`config.mk`:
```
export PLATFORM = sky130hd
export DESIGN_NAME = mux4_rr_arbiter
export DESIGN_NICKNAME = d
export VERILOG_FILES = /design/src/rtl/arb_pkg.sv /design/src/rtl/mux4.sv /design/src/rtl/mux4_rr_arbiter.sv
export SDC_FILE = /design/constraint.sdc
export NUM_CORES = 1
export LEC_CHECK = 0
export BUFFER_PORTS_ARGS = -buffer_cell sky130_fd_sc_hd__buf_2
export CAP_MARGIN = 5
export CORE_MARGIN = 8
export CORE_UTILIZATION = 30
export DETAILED_ROUTE_END_ITERATION = 12
export PLACE_DENSITY_LB_ADDON = 0.1
export SYNTH_ARGS = -nofsm -noshare
export SYNTH_HDL_FRONTEND = slang
export SYNTH_HIERARCHICAL = 1
export SYNTH_SLANG_ARGS = --single-unit
```
`constraint.sdc`:
```
create_clock -name clk -period 3.3 [get_ports clk]
set_clock_uncertainty 0.1 [all_clocks]
set_input_delay 0.495 -clock clk [delete_from_list [all_inputs] [get_ports clk]]
set_output_delay 0.495 -clock clk [all_outputs]
set_load 0.005 [all_outputs]
```
`src/rtl/arb_pkg.sv`:
```
// Shared types and the rotating-priority pick used by the
// four-way round-robin arbiter.
package arb_pkg;

    typedef enum logic {
        IDLE,
        BUSY
    } state_t;

    localparam int NUM_REQ = 4;

    // Returns {found, index}; search starts at ptr and wraps mod 4.
    function automatic logic [2:0] rr_pick(
        input logic [NUM_REQ-1:0] req,
        input logic [1:0]         ptr
    );
        logic [1:0] idx;
        logic [2:0] res;
        res = 3'b000;
        for (int i = NUM_REQ - 1; i >= 0; i--) begin
            idx = ptr + 2'(i);
            if (req[idx]) begin
                res = {1'b1, idx};
            end
        end
        return res;
    endfunction

endpackage

```
`src/rtl/mux4.sv`:
```
// Four-input N-bit multiplexer driven by an encoded select.
module mux4 #(
    parameter int N = 16
) (
    input  logic [1:0]   s,
    input  logic [N-1:0] d0,
    input  logic [N-1:0] d1,
    input  logic [N-1:0] d2,
    input  logic [N-1:0] d3,
    output logic [N-1:0] y
);

    always_comb begin
        unique case (s)
            2'd0: y = d0;
            2'd1: y = d1;
            2'd2: y = d2;
            2'd3: y = d3;
        endcase
    end

endmodule

```
`src/rtl/mux4_rr_arbiter.sv`:
```
// Round-robin owner of a shared N-bit port with a per-tenure beat
// limit; the data path is only the mux4 steered by the registered sel.
module mux4_rr_arbiter
    import arb_pkg::*;
#(
    parameter int N        = 16,
    parameter int MAX_HOLD = 8
) (
    input  logic         clk,
    input  logic         reset,
    input  logic [3:0]   req,
    input  logic [N-1:0] d0,
    input  logic [N-1:0] d1,
    input  logic [N-1:0] d2,
    input  logic [N-1:0] d3,
    input  logic         res_ready,
    output logic [3:0]   grant,
    output logic [1:0]   sel,
    output logic [N-1:0] y,
    output logic         y_valid,
    output logic         beat
);

    localparam int HW = $clog2(MAX_HOLD + 1);
    localparam logic [HW-1:0] HOLD_LAST = HW'(MAX_HOLD - 1);

    state_t        r_state;
    logic [3:0]    r_grant;
    logic [1:0]    r_sel;
    logic [1:0]    r_ptr;
    logic [HW-1:0] r_hold;

    logic          w_busy;
    logic          w_owner_req;
    logic          w_last_beat;
    logic          w_release;
    logic [1:0]    w_ptr_next;
    logic [2:0]    w_pick;
    logic          w_found;
    logic [1:0]    w_win;

    assign w_busy      = (r_state == BUSY);
    assign w_owner_req = req[r_sel];
    assign y_valid     = w_busy & w_owner_req;
    assign beat        = y_valid & res_ready;
    assign w_last_beat = beat & (r_hold == HOLD_LAST);
    assign w_release   = w_busy & (~w_owner_req | w_last_beat);

    // On release the old owner drops to lowest priority for this pick.
    assign w_ptr_next  = w_release ? r_sel + 2'd1 : r_ptr;
    assign w_pick      = rr_pick(req, w_ptr_next);
    assign w_found     = w_pick[2];
    assign w_win       = w_pick[1:0];

    always_ff @(posedge clk) begin
        if (reset) begin
            r_state <= IDLE;
            r_grant <= 4'b0000;
            r_sel   <= 2'd0;
            r_ptr   <= 2'd0;
            r_hold  <= '0;
        end else begin
            unique case (r_state)
                IDLE: begin
                    if (w_found) begin
                        r_state <= BUSY;
                        r_grant <= 4'b0001 << w_win;
                        r_sel   <= w_win;
                        r_hold  <= '0;
                    end
                end
                BUSY: begin
                    if (w_release) begin
                        r_ptr  <= w_ptr_next;
                        r_hold <= '0;
                        if (w_found) begin
                            r_grant <= 4'b0001 << w_win;
                            r_sel   <= w_win;
                        end else begin
                            r_grant <= 4'b0000;
                            r_state <= IDLE;
                        end
                    end else if (beat) begin
                        r_hold <= r_hold + HW'(1);
                    end
                end
            endcase
        end
    end

    assign grant = r_grant;
    assign sel   = r_sel;

    mux4 #(
        .N(N)
    ) u_mux4 (
        .s (r_sel),
        .d0(d0),
        .d1(d1),
        .d2(d2),
        .d3(d3),
        .y (y)
    );

endmodule

```
==> results.yml, run 1 <==
synthesis:
  number_of_synthesized_flops_with_an_enable_pin: 0
  synth_cell_types: 49
  synth_seq_area_share_pct: 20.4
  asyncSetResetFlopFracSynth_pct: 0
  synth_flop_cell: "dfxtp_1"
  synth_largest_type_area_fraction_pct: 20.4
  yosys_warnings: 6
  syn_area_um2: 1280
  ys_top_cells_by_area: "dfxtp_1, mux4_2, mux4_1"
  netlist_instances: 116
  synthesis.nets: 188
  synthesis.area_per_instance_um2: 11.0
  post-synth-top-area-cell: "dfxtp_1"
  synth.ff_latch_count: 13
final_layout:
  final_layout_size_suffix_gt1_share_pct: 57.7
  num_antenna_cells: 0
  layout.cells.non_filler: 258
  design.final.nets: 281
  layout-area-overhead-vs-synth_pct: 40.6
place:
  total_instance_count_after_detailed_placement: 254
  dp_hpwl_mm: 3.94
  count_of_input_and_output_buffers: 94
  weighted_congestion_at_the_end_of_routability_driven_global_placement: 0.838
cts:
  cts_buffer_depth: 2
  cts_root_buf: "clkbuf_8"
  hold_buffers: 0
  postCtsSetupRepairBufs: 0
  clock-sinks: 13
  tritoncts: "yes"
  htree_levels: 1
  cts_repair_resize_count: 0
  cts_made_buffers: 3
  clock_insertion_delay_worst_skew_ns: 0.24
  cts.clk_slew.worst_paths_ns: 0.05
timing:
  setup_viol: 0
  final.period_utilization_pct: 75.2
  maxSlewHeadroom_pct: 66.7
  achievable-frequency_mhz: 403
  maxSlewViolCount: 0
  final-hold-violation-count: 0
  rsz_0062_raised_after_global_routing: "false"
  pin_slew_with_the_least_headroom_to_its_limit_ns: 0.496
  setup-tns-final_ns: 0
  finalCriticalPeriod_ns: 2.48
routing:
  detail_route.wl_per_cell_um: 17.6
  drt_iter0_drc: 17
  avg_vias_per_cell: 5.26
  totalWireLength_mm: 4.53
  detailroute.via_count: 1356
  final_antenna_net_count: 0
  detail_route.drc_violations: 0
  detail_route.first_pass.iterations: 4
job:
  max-cap-violations: 0
setup_path:
  path_max_fanout: 17
  critPathMaxStageDelay_ns: 0.60
  cp-startpoint: "sel[0]"
  worst_path_max_delay_cell: "mux4_1"
  worstPathCellList: "buf_4 -> mux4_1 -> buf_2"
  reg_to_reg_start: "r_hold[0]"
  category_of_the_critical_setup_timing_path: "reg -> out"
  r2r_setup_slack_ns: 0.82
  critPathCaptureType: "output port"
  setup.worst_path.start_class: "flop"
  r2r_cells: 8
  cp_data_required_time_ns: 2.70
  crit_end: "y[14]"
  timing.critical_path.arrival_ns: 1.88
  worst_r2r_endpoint: "grant[2]"
worst_hold_path:
  hp-class: "reg -> reg"
global_route:
  first_pass_grt_wire_length_mm: 6.73
  maximum_number_of_pins_on_one_net_before_global_route_repair: 23
  globalRouteTotalUtil_pct: 12.7
  grt_overflow_total: 0
  grt_antenna_before_repair: 0
  grt_pass1_vias: 1365
die:
  placementRows: 23
  pin_count: 95
  start_util_pct: 31.5
  core_area_um2: 4060
  floorplan.die.width_um: 81.3
  floorplan.die_area_um2: 6610
  die_y_um: 81.3
pwr:
  pwr_density_cell_nw_per_um2: 320
  power.static_leakage_nw: 0.834
  ir_worst_vdd_mv: 0.223
outcome:
  status: "completed"
-- layout by cell type, fill, tap and decap left out, types with 2 or more instances in the layout --
| master | count |
|---|---|
| xor2_1 | 3 |
| or2_2 | 2 |
| a21oi_1 | 4 |
| buf_4 | 2 |
| nor2b_1 | 2 |
| clkbuf_8 | 3 |
| inv_1 | 5 |
| mux4_1 | 6 |
| o21ai_0 | 2 |
| nor2_1 | 15 |
| nand2b_1 | 3 |
| dfxtp_1 | 13 |
| mux2i_1 | 4 |
| nand2_1 | 4 |
| mux4_2 | 10 |
| buf_2 | 94 |
| nor3b_1 | 2 |
| nor4_1 | 2 |
-- critical path, delay by kind of cell (launching register included) --
family | cells | cell delay (ns)
mux | 1 | 0.60
flops | 1 | 0.52
buf+inv | 2 | 0.51
-- area by class of cell --
class	count	area (µm²)
Clock buffer	4	45.0
Fill cell	408	2260
Inverter	5	18.8
Multi-Input combinational cell	90	926
Sequential cell	13	260
Tap cell	50	62.6
Timing Repair Buffer	96	485
-- how the worst min path moves through the flow --
stage | end | cells after the start | startpoint | slack (ns)
4_1_cts | grant[1] | 2 | grant[1] | 0.37
3_5_place_dp | grant[1] | 2 | grant[1] | 0.36
6_report | grant[1] | 2 | grant[1] | 0.37
3_3_place_gp | grant[2] | 1 | grant[2] | 0.35
5_1_grt | grant[3] | 2 | grant[3] | 0.40
2_1_floorplan | grant[2] | 1 | grant[2] | 0.37
-- sequential cells by signal (all words and copies together), names as in the netlist --
signal   count
sel          2
r_state      1
r_hold       4
grant        4
r_ptr        2
-- kinds of logic after synthesis --
kind of cell,share of synthesized area [%]
AO/OA/AOI/OAI,14.3
XOR/XNOR,2.74
adder cells (fa/ha/maj),0.978
buffers and inverters,7.24
flip-flops,20.4
multiplexers,36.9
AND/OR/NAND/NOR,17.5
-- layer usage --
metal | wire (µm) | vias to the layer above | track usage, %
met5 | 0 | - | 0
li1 | - | 642 | -
met3 | 499 | 4 | 2.43
met2 | 2200 | 77 | 23.5
met4 | 36 | 0 | 3.75
met1 | 1800 | 633 | 14.2
-- synth_stat cells, types with 2 or more instances --
cell type  instances
o21ai_0            2
or2_2              2
buf_2              4
mux2i_1            4
a21oi_1            4
dfxtp_1           13
mux4_2            10
nand2_1            4
buf_6              3
mux4_1             6
nor4_1             2
xor2_1             3
nand2b_1           3
nor3b_1            2
nor2_1            15
nor2b_1            2
inv_1              5
-- through the flow --
step                      area (µm²)  hold slack, ns  power [W]  setup WS, ns  util (%)
after floorplan                 1280           0.366   0.000351          1.04         -
after global placement          1750           0.347   0.000440         0.825      43.2
after detailed placement        1750           0.364   0.000443         0.774      43.2
after CTS                       1800           0.375   0.000583         0.798      44.3
after global routing            1800           0.405   0.000609         0.666      44.3
final                           1800           0.374   0.000576         0.820      44.3
-- power by group --
part           leakage, nW  total [W]  switching, W  internal, W
Clock               0.0228   0.000139     0.0000540    0.0000851
Combinational        0.705   0.000254      0.000111     0.000143
Sequential           0.106   0.000183     0.0000139     0.000169
No activity file was read; power rests on OpenSTA's default activity.
==> run 2: changes to the inputs <==
--- a/config.mk
+++ b/config.mk
@@ -5,6 +5,7 @@
 export SDC_FILE = /design/constraint.sdc
 export NUM_CORES = 1
 export LEC_CHECK = 0
+export ABC_AREA = 1
 export BUFFER_PORTS_ARGS = -buffer_cell sky130_fd_sc_hd__buf_2
 export CAP_MARGIN = 5
 export CORE_MARGIN = 8
==> constraint.sdc (replaced) <==
create_clock -name clk -period 2.4 [get_ports clk]
set_clock_uncertainty 0.1 [all_clocks]
set_input_delay 0.36 -clock clk [delete_from_list [all_inputs] [get_ports clk]]
set_output_delay 0.36 -clock clk [all_outputs]
set_load 0.005 [all_outputs]
==> run 2 against run 1 <==
  * Worst setup slack got worse by 0.73 ns
  * Largest power group unchanged
  * Worst hold slack got worse by 0.041 ns
  * Critical path type is now reg -> reg
  * Sequential power rose by 86%
  * Critical path depth rose by 14
  * Sequential share of layout area fell by 3.6 points
  * Global-route usage rose by 0.70 points
  * Largest cell class unchanged
  * Total power rose to 5.2 times the previous value
==> results.yml, run 2 <==
timing:
  setup_slack_ns: 0.0893
  maxSlewViolCount: 0
  maxSlewHeadroom_pct: 74.1
  rsz_0062_raised_after_global_routing: "true"
  finalCriticalPeriod_ns: 2.31
  setup_viol: 0
  achievable-frequency_mhz: 433
  final.period_utilization_pct: 96.3
  final-hold-violation-count: 0
  setup-tns-final_ns: 0
  fin_worst_hold_slack_ns: 0.333
  pin_slew_with_the_least_headroom_to_its_limit_ns: 0.384
setup_path:
  cpMostUsedCell: "nand2_1"
  worstPathCellList: "ha_4 -> nand3_4 -> o31ai_4 -> buf_4 -> nand3b_1 -> nand2_2 -> nand2_1 -> nand2_2 -> nand2_4 -> nand2_4 -> inv_1 -> nand2_1 -> nand2_1 -> nor2_2 -> nor2_4 -> nand3_1 -> a21oi_2"
  critPathMaxStageDelay_ns: 0.35
  timing.critical_path.arrival_ns: 2.33
  r2r_setup_slack_ns: 0.09
  critPathCaptureType: "flop"
  path_max_fanout: 4
  worst_path_max_delay_cell: "dfxtp_2"
  setup.worst_path.start_class: "flop"
  cp_data_required_time_ns: 2.42
  category_of_the_critical_setup_timing_path: "reg -> reg"
global_route:
  grt_antenna_before_repair: 0
  first_pass_grt_wire_length_mm: 8.60
  grt_overflow_total: 0
  globalRouteTotalUtil_pct: 13.4
  maximum_number_of_pins_on_one_net_before_global_route_repair: 36
  grt_pass1_vias: 1923
place:
  place_ws_ns: -0.0814
  total_instance_count_after_detailed_placement: 436
  placed_cell_area_um2: 2210
  count_of_input_and_output_buffers: 94
  weighted_congestion_at_the_end_of_routability_driven_global_placement: 0.731
  dp_hpwl_mm: 4.53
synthesis:
  synth_cell_types: 30
  yosys_warnings: 6
  asyncSetResetFlopFracSynth_pct: 0
  syn_area_um2: 1570
  netlist_instances: 258
  synth_largest_type_area_fraction_pct: 22.7
  synth_commonest_cells: "nand3_1, nand2_1, inv_1, nand4_1, dfxtp_1"
  ys_top_cells_by_area: "nand3_1, dfxtp_1, nand2_1"
  synthesis.nets: 330
  post-synth-top-area-cell: "nand3_1"
  synth_seq_area_share_pct: 16.6
  synthesis.area_per_instance_um2: 6.07
  post-synth-top-count-cell: "nand3_1"
  synth.ff_latch_count: 13
  synth_flop_cell: "dfxtp_1"
  number_of_synthesized_flops_with_an_enable_pin: 0
die:
  placementRows: 26
  pin_count: 95
  floorplan.die_area_um2: 7780
  die_y_um: 88.2
  floorplan.die.width_um: 88.2
  core_area_um2: 5070
  start_util_pct: 30.8
routing:
  drt_iter0_drc: 45
  detail_route.first_pass.iterations: 4
  final_antenna_net_count: 0
  avg_vias_per_cell: 4.65
  totalWireLength_mm: 5.74
  detailroute.via_count: 2060
  detail_route.wl_per_cell_um: 12.9
  detail_route.drc_violations: 0
final_layout:
  finalInstanceArea_um2: 2430
  num_antenna_cells: 0
  final_layout_size_suffix_gt1_share_pct: 50.4
  design.final.nets: 446
  layout-area-overhead-vs-synth_pct: 55.6
  mostFrequentLayoutCell: "buf_2"
  most_frequent_cells_in_the_layout: "buf_2, nand3_1, nand2_1"
  filler_cell_count: 552
  layout.cells.non_filler: 443
cts:
  cts.clk_slew.worst_paths_ns: 0.06
  clock-sinks: 13
  clock_insertion_delay_worst_skew_ns: 0.24
  cts_root_buf: "clkbuf_8"
  htree_levels: 1
  cts_buffer_depth: 2
  tritoncts: "yes"
  cts_made_buffers: 3
pwr:
  power.static_leakage_nw: 1.26
  pwr_density_cell_nw_per_um2: 1220
  ir_worst_vdd_mv: 0.691
worst_hold_path:
  hp-class: "in -> reg"
outcome:
  status: "completed"
job:
  max-cap-violations: 0
-- run 2: power by group --
group          internal (W)  switching, W  total, W
Combinational      0.000968       0.00147   0.00244
Sequential         0.000286     0.0000541  0.000340
Clock              0.000117     0.0000769  0.000194
-- run 2: what timing repair did --
action,in CTS,in global routing
hold buffers,0,0
pin swaps,14,11
setup buffers,3,0
resized for setup,21,24
setup endpoints to repair,10,10
-- run 2: through the flow --
step / util [%] / power (W)
2_1_floorplan: - / 0.00186
3_3_place_gp: 43.6 / 0.00247
3_5_place_dp: 43.6 / 0.00247
4_1_cts: 46.2 / 0.00281
5_1_grt: 48.0 / 0.00325
6_report: 48.0 / 0.00297
-- run 2: critical path, delay by kind of cell (launching register included) --
kind | cells | cell delay (ns)
DFF | 1 | 0.35
AOI/OAI and AO/OA | 2 | 0.36
buffers and inverters | 2 | 0.25
and+or+nand+nor | 12 | 0.98
adders and majority gates | 1 | 0.15
-- run 2: per-layer routing --
metal | global-route usage [%] | share of wire (%) | wire, µm
met3 | 2.32 | 5.1 | 290
met1 | 15.9 | 42 | 2410
met4 | 1.84 | 0.56 | 32
met2 | 24.6 | 52 | 3000
met5 | 0 | 0 | 0
-- run 2: final timing paths --
path	endpoint	start	depth (start not counted)
worst max-delay path	grant[0]	r_hold[1]	17
worst min-delay path	r_hold[3]	reset	2
worst max register to register	grant[0]	r_hold[1]	17
worst min register to register	grant[2]	grant[2]	2
-- run 2: cell families (layout without fill, tap and decap cells) --
logic type	Yosys count	after routing	synth area share, %
AOI/OAI and AO/OA	19	19	8.23
and+or+nand+nor	183	183	58.8
DFF	13	13	16.6
adders and majority gates	1	1	0.799
xor gates and xnor gates	2	2	1.12
buffers and inverters	40	155	14.5
-- run 2: final cells by class --
type	instances	area (µm²)	area share [%]
multi-input combinational	205	1230	50.5
timing repair buffer	125	703	28.9
sequential	13	264	10.8
inverter	26	105	4.32
tap	70	87.6	3.60
clock buffer	4	45.0	1.85
